File: src/rtl/imem_pkg.sv
// Shared definitions for the loadable instruction memory: FSM encoding,
// legal read-latency bounds and the default fill word (all-zero NOP).
package imem_pkg;

  typedef enum logic [0:0] {
    S_LOAD = 1'b0,
    S_RUN  = 1'b1
  } imem_state_e;

  localparam int RD_LAT_MIN = 32'sd1;
  localparam int RD_LAT_MAX = 32'sd4;

  localparam logic [63:0] FILL_INSTR_DEFAULT = 64'd0;

endpackage

File: src/rtl/imem_read_pipe.sv
// Valid/data/flag shift pipeline of depth LATENCY. Data holds when no valid
// passes a stage; flags are qualified by valid so they only pulse with it.
module imem_read_pipe
#(
  parameter int                DATA_W     = 19,
  parameter int                FLAG_W     = 1,
  parameter int                LATENCY    = 1,
  parameter logic [DATA_W-1:0] RESET_DATA = '0
)
(
  input  logic              clk_i,
  input  logic              rst_i,
  input  logic              flush_i,
  input  logic              valid_i,
  input  logic [DATA_W-1:0] data_i,
  input  logic [FLAG_W-1:0] flags_i,
  output logic              valid_o,
  output logic [DATA_W-1:0] data_o,
  output logic [FLAG_W-1:0] flags_o
);

  logic [LATENCY-1:0] vld_q;
  logic [DATA_W-1:0]  data_q [LATENCY];
  logic [FLAG_W-1:0]  flag_q [LATENCY];

  logic [LATENCY-1:0] vin_s;
  logic [DATA_W-1:0]  din_s [LATENCY];
  logic [FLAG_W-1:0]  fin_s [LATENCY];

  // Stage inputs; a flush kills every valid about to advance
  always_comb begin
    vin_s = '0;
    for (int i = 0; i < LATENCY; i++) begin
      din_s[i] = '0;
      fin_s[i] = '0;
    end
    vin_s[0] = valid_i & ~flush_i;
    din_s[0] = data_i;
    fin_s[0] = flags_i;
    for (int i = 1; i < LATENCY; i++) begin
      vin_s[i] = vld_q[i-1] & ~flush_i;
      din_s[i] = data_q[i-1];
      fin_s[i] = flag_q[i-1];
    end
  end

  // Stage registers
  always_ff @(posedge clk_i) begin
    if (rst_i) begin
      vld_q <= '0;
      for (int i = 0; i < LATENCY; i++) begin
        data_q[i] <= RESET_DATA;
        flag_q[i] <= '0;
      end
    end else begin
      vld_q <= vin_s;
      for (int i = 0; i < LATENCY; i++) begin
        if (vin_s[i]) begin
          data_q[i] <= din_s[i];
          flag_q[i] <= fin_s[i];
        end else begin
          flag_q[i] <= '0;
        end
      end
    end
  end

  assign valid_o = vld_q[LATENCY-1];
  assign data_o  = data_q[LATENCY-1];
  assign flags_o = flag_q[LATENCY-1];

endmodule

File: src/rtl/instr_fetch_mem.sv
// Loadable instruction memory with a pipelined fetch port.
// Optional build macro IMEM_PARITY_EN adds a stored even-parity bit and parity_err.
module instr_fetch_mem
  import imem_pkg::*;
#(
  parameter int                     INSTR_WIDTH  = 19,
  parameter int                     ADDR_WIDTH   = 7,
  parameter int                     PC_WIDTH     = 32,
  parameter int                     READ_LATENCY = 1,
  parameter logic [INSTR_WIDTH-1:0] FILL_INSTR   = FILL_INSTR_DEFAULT[INSTR_WIDTH-1:0]
)
(
  input  logic                   CLK,
  input  logic                   RESET,
  input  logic [PC_WIDTH-1:0]    PC,
  input  logic                   fetch_req,
  output logic [INSTR_WIDTH-1:0] INSTRUCTION,
  output logic                   instr_valid,
  output logic                   addr_fault,
  output logic                   busy,
  input  logic                   load_valid,
  input  logic [INSTR_WIDTH-1:0] load_data,
  input  logic                   load_last,
  output logic                   load_ready,
  output logic                   load_done,
  input  logic                   reload
`ifdef IMEM_PARITY_EN
  ,
  output logic                   parity_err
`endif
);

  localparam int DEPTH = 2 ** ADDR_WIDTH;
`ifdef IMEM_PARITY_EN
  localparam int FLAG_W = 2;
  localparam int MEM_W  = INSTR_WIDTH + 1;

  function automatic logic even_par(input logic [INSTR_WIDTH-1:0] w);
    return ^w;
  endfunction
`else
  localparam int FLAG_W = 1;
  localparam int MEM_W  = INSTR_WIDTH;
`endif

  if (READ_LATENCY < RD_LAT_MIN || READ_LATENCY > RD_LAT_MAX) begin : g_lat_chk
    $fatal(1, "instr_fetch_mem: READ_LATENCY %0d outside 1..4", READ_LATENCY);
  end

  imem_state_e            state_q, state_d;
  logic [ADDR_WIDTH-1:0]  load_addr_q, load_addr_d;
  logic                   load_done_q, load_done_d;
  logic                   busy_q, load_ready_q;
  logic                   mem_we_s;
  logic                   fetch_acc_s;
  logic                   oor_s;
  logic [MEM_W-1:0]       mem_q [DEPTH];
  logic [MEM_W-1:0]       wr_word_s, rd_word_s;
  logic [INSTR_WIDTH-1:0] rd_data_s;
  logic [FLAG_W-1:0]      rd_flags_s, pipe_flags_s;

  // Load sequencing; reload takes priority over everything else
  always_comb begin
    state_d     = state_q;
    load_addr_d = load_addr_q;
    load_done_d = load_done_q;
    mem_we_s    = 1'b0;
    if (reload) begin
      state_d     = S_LOAD;
      load_addr_d = '0;
      load_done_d = 1'b0;
    end else begin
      case (state_q)
        S_LOAD: begin
          if (load_valid) begin
            mem_we_s = ~RESET;
            if (load_last || (load_addr_q == {ADDR_WIDTH{1'b1}})) begin
              state_d     = S_RUN;
              load_done_d = 1'b1;
              load_addr_d = '0;
            end else begin
              load_addr_d = load_addr_q + ADDR_WIDTH'(1);
            end
          end else begin
            load_addr_d = load_addr_q;
          end
        end
        S_RUN: begin
          state_d = S_RUN;
        end
        default: begin
          state_d     = S_LOAD;
          load_addr_d = '0;
        end
      endcase
    end
  end

  // Control state registers
  always_ff @(posedge CLK) begin
    if (RESET) begin
      state_q      <= S_LOAD;
      load_addr_q  <= '0;
      load_done_q  <= 1'b0;
      busy_q       <= 1'b1;
      load_ready_q <= 1'b1;
    end else begin
      state_q      <= state_d;
      load_addr_q  <= load_addr_d;
      load_done_q  <= load_done_d;
      busy_q       <= (state_d == S_LOAD);
      load_ready_q <= (state_d == S_LOAD);
    end
  end

`ifdef IMEM_PARITY_EN
  assign wr_word_s = {even_par(load_data), load_data};
`else
  assign wr_word_s = load_data;
`endif

  // Program storage; contents survive RESET
  always_ff @(posedge CLK) begin
    if (mem_we_s) begin
      mem_q[load_addr_q] <= wr_word_s;
    end
  end

  assign fetch_acc_s = (state_q == S_RUN) && fetch_req && !reload && !RESET;

  // Read lookup; out-of-range and corrupted words are replaced by the fill word
  always_comb begin
    rd_word_s  = mem_q[PC[ADDR_WIDTH-1:0]];
    oor_s      = (PC >= PC_WIDTH'(DEPTH));
    rd_data_s  = rd_word_s[INSTR_WIDTH-1:0];
    rd_flags_s = '0;
`ifdef IMEM_PARITY_EN
    rd_flags_s = {(^rd_word_s) & ~oor_s, oor_s};
    if (oor_s || rd_flags_s[1]) begin
      rd_data_s = FILL_INSTR;
    end else begin
      rd_data_s = rd_word_s[INSTR_WIDTH-1:0];
    end
`else
    rd_flags_s = oor_s;
    if (oor_s) begin
      rd_data_s = FILL_INSTR;
    end else begin
      rd_data_s = rd_word_s;
    end
`endif
  end

  imem_read_pipe #(
    .DATA_W     (INSTR_WIDTH),
    .FLAG_W     (FLAG_W),
    .LATENCY    (READ_LATENCY),
    .RESET_DATA (FILL_INSTR)
  ) u_pipe (
    .clk_i   (CLK),
    .rst_i   (RESET),
    .flush_i (RESET | reload),
    .valid_i (fetch_acc_s),
    .data_i  (rd_data_s),
    .flags_i (rd_flags_s),
    .valid_o (instr_valid),
    .data_o  (INSTRUCTION),
    .flags_o (pipe_flags_s)
  );

  assign addr_fault = pipe_flags_s[0];
`ifdef IMEM_PARITY_EN
  assign parity_err = pipe_flags_s[1];
`endif
  assign busy       = busy_q;
  assign load_ready = load_ready_q;
  assign load_done  = load_done_q;

endmodule

File: config.mk
export PLATFORM = sky130hd
export DESIGN_NAME = instr_fetch_mem
export DESIGN_NICKNAME = d
export VERILOG_FILES = /design/src/rtl/imem_pkg.sv /design/src/rtl/imem_read_pipe.sv /design/src/rtl/instr_fetch_mem.sv
export SDC_FILE = /design/constraint.sdc
export NUM_CORES = 2
export LEC_CHECK = 0
export CAP_MARGIN = 20
export CORE_AREA = 3 3 478 386
export DETAILED_ROUTE_END_ITERATION = 6
export DIE_AREA = 0 0 481 389
export PLACE_DENSITY = 0.73
export SYNTH_ARGS = -nofsm -noshare
export SYNTH_HDL_FRONTEND = slang
export SYNTH_SLANG_ARGS = --single-unit
export TNS_END_PERCENT = 100
File: constraint.sdc
create_clock -name CLK -period 2.8 [get_ports CLK]
set_input_delay 0.56 -clock CLK [delete_from_list [all_inputs] [get_ports CLK]]
set_output_delay 0.56 -clock CLK [all_outputs]
set_load 0.02 [all_outputs]
==> impl_metrics.csv <==
group,metric,value,unit
global_routing,grt_max_degree,70,
clock_tree,postCtsHoldBufs,0,
global_routing,grt_overflow,0,
clock_tree,clock_latency,880,ps
synth,ys.flop_type,"edfxtp_1",
global_routing,grt_use_met1,0.410,
place,place_area,106000,sq um
place,place_congestion,0.950,
power_and_ir_drop,p_leak,37.9,nW
layout,post-route-util,0.629,
timing,finalHoldViolations,0,
route,firstDrtPassIters,6,
timing,whs,84.0,ps
synth,yosys-top-cells-area,"edfxtp_1 (77%), mux2i_1 (7.2%), mux4_2 (6.7%), a22oi_1 (3.0%), nor2_1 (0.63%)",
power_and_ir_drop,intPower,59.1,mW
critical_path,critPathKind,"input pin to flop",
power_and_ir_drop,p_sw,16.0,mW
die,core.rowCount,139,
route,wl_per_cell,31.8,um
global_routing,met2_usage,0.393,
synth,synth_top_area_frac,0.773,
clock_tree,cts_setup_buffers,0,
synth,synth-compound-area-share,0.0461,
route,drtIter0Drc,7952,
critical_path,cp-end-kind,"flop",
timing,min_period,2770,ps
critical_path,crit_path_max_fanout,22,
place,dp_hpwl,164000,um
global_routing,grtUsageTotal,0.275,
synth,yosys.area.top_type,"edfxtp_1",
power_and_ir_drop,power_frac_seq,0.540,
timing,period_share,0.991,
global_routing,grt_pass1_vias,50100,
synth,synth-seq-cells,2463,
hold_path,holdCritPathClass,"input pin to flop",
power_and_ir_drop,pwr_density_cell,665,nW/um^2
timing,setup_tns,0,ps
global_routing,antenna_found_initial,8,
synth,synth_xor_area_frac,0.000368,
place,io_buffers,80,
global_routing,grt_pass1_wl,368000,um
global_routing,grt.busiest_layer,"met1",
timing,slew_violations,0,
synth,syn-mean-instance-area,19.7,sq um
layout,nets,5589,
power_and_ir_drop,vdd_ir_drop_max,0.718,mV
route,ant_nets,0,
power_and_ir_drop,switching_share,0.213,
synth,synth_nets,4893,
timing,rsz0062_at_grt,"no",
clock_tree,cts.sinks,2463,
status,outcome,"finished clean",
critical_path,cp.arrival,3350,ps
route,drc,0,
synth,synthCells,4835,
synth,synth_area,95300,sq um
critical_path,cp_data_required_time,3370,ps
power_and_ir_drop,clockPowerShare,0.403,
synth,ys_warn_count,0,
layout,area_delta_synth_final,18.6,%
clock_tree,cts.repair.resized,0,
synth,synthMuxAreaShare,0.139,
power_and_ir_drop,power_frac_comb,0.057,
synth,synth-async-reset-ratio,0,
synth,yosys.area_share.simple,0.0232,
die,num_io_pins,81,
route,drt_wl_total,258000,um
clock_tree,path_clk_slew,70,ps
clock_tree,cts_tree,"built",
timing,tightest_slew,916,ps
critical_path,start_kind,"input pin",
synth,synth_fa_ha_area_frac,0.000131,
route,viasPerCell,6.42,
synth,synth_top_family_by_area,"multiplexers",
timing,skew,71.5,ps
clock_tree,cts_made_buffers,221,
clock_tree,cts-htree-levels,4,
synth,synth_edf_count,2452,
layout,fin_area,113000,sq um
timing,setup_viol,0,
global_routing,use_met3,0.0724,
timing,relSlewSlack,0.384,
clock_tree,clockBufferDepth,3,
synth,ys_types,49,
die,die_x,481,um
route,num_vias,52100,
timing,fmax,360,MHz
run,max-cap-violations,0,
synth,synth_sequential_area_ratio,0.775,
clock_tree,cts_root_buf,"clkbuf_16",
die,die-height,389,um
die,initial_core_util,0.531,
layout,drive_above_1_share,0.250,
die,coreArea,179000,sq um
die,dieArea,187000,sq um
-- per-layer routing --
metal  vias up  part of all wire
met5         -          0.000050
met4         2             0.043
met3       456              0.13
met2      3428              0.44
met1     26800              0.39
li1      21400                 -
-- sequential cells by signal, summed over array words and instances (netlist names) --
signal          flops
load_addr_q         7
load_done           1
load_ready          1
mem_q            2432
state_q             1
u_pipe.data_q      19
u_pipe.flag_q       1
u_pipe.valid_o      1
-- cell usage in the layout (no fill, tap or decap), types with 6 or more instances in the layout --
cell type        count
bufinv_16           25
a31oi_1             17
nor3_1              17
a21oi_1            101
nor2_2             116
clkdlybuf4s50_1     56
buf_12             225
clkbuf_16          223
nand2_1            113
diode_2              6
mux2i_1            682
o22ai_1             17
clkinv_2            50
o2bb2ai_1           16
nor2_1              42
clkbuf_1            45
dfxtp_1             11
inv_1                6
clkinv_1            49
nor4_1              46
nand3_1            103
a221oi_1            19
a22o_1              16
o21ai_0             55
nor2b_1              8
buf_4              468
a22oi_1            380
edfxtp_1          2452
nand4_1              8
mux4_2             283
-- final timing paths --
check        slack, ps  depth (start not counted)           from                   end
max                 30                          9          PC[0]  u_pipe.data_q[0][14]
max reg2reg         90                          6  mem_q[31][14]  u_pipe.data_q[0][14]
min reg2reg        570                          2      load_done             load_done
min                 80                          1   load_data[3]          mem_q[16][3]
-- area by class of cell --
| cell class | count | area, sq um |
|---|---|---|
| antenna | 6 | 15.0 |
| clock buffer | 268 | 5750 |
| clock inverter | 143 | 1470 |
| fill | 12000 | 66500 |
| inverter | 6 | 22.5 |
| multi-input combinational | 2086 | 20200 |
| sequential | 2463 | 73900 |
| tap | 2397 | 3000 |
| timing repair buffer | 753 | 8630 |
-- critical path, stage by stage --
cell and delay (ps):
buf_16 250, buf_12 260, buf_4 300, mux4_2 530, mux2i_1 170, buf_4 170
o22ai_1 150, nor4_1 730, a31oi_1 160
-- cell usage after synthesis (3+ instances only) --
library cell and count:
nand2_1 113, or2_2 3, xor2_1 3, a21oi_1 101, nor2b_1 12, a221oi_1 19, dfxtp_1 11, buf_1 21
buf_4 39, buf_2 76, a31oi_1 17, edfxtp_1 2452, o211ai_1 4, o21ai_0 55, mux4_2 283, inv_1 6
nor2_1 160, a22oi_1 380, buf_6 31, o2bb2ai_1 16, mux2i_1 682, or3_1 3, clkbuf_1 111, nand3b_1 3
nor3_1 17, o22ai_1 17, nand3_1 104, a22o_1 16, nor4_1 47, nand4_1 8
-- through the flow --
stage	power [mW]	worst slack, ps	cells
6_report	75.1	25.7	8122
5_1_grt	77.0	12.2	8117
4_1_cts	75.4	54.1	8116
3_5_place_dp	45.6	-804	7705
3_3_place_gp	45.5	-754	7705
2_1_floorplan	43.2	-191	4835
-- cells by family (layout without fill, tap and decap cells) --
kind of cell,count (synthesis),in the layout
mux,965,965
other cells,1,7
compound gates,633,633
simple gates,482,482
fa+ha+maj,1,1
xor+xnor,4,4
buf+inv,286,1170
flops,2463,2463
-- power groups by stage --
stage / combinational (mW) / sequential [mW] / clock (mW)
after floorplan: 1.81 / 41.4 / 0
after global placement: 4.14 / 41.3 / 0
after detailed placement: 4.21 / 41.4 / 0
after CTS: 4.24 / 40.6 / 30.6
after global routing: 4.45 / 40.5 / 32.0
final: 4.29 / 40.6 / 30.3
Note: power is estimated with default switching activity, not from simulation.
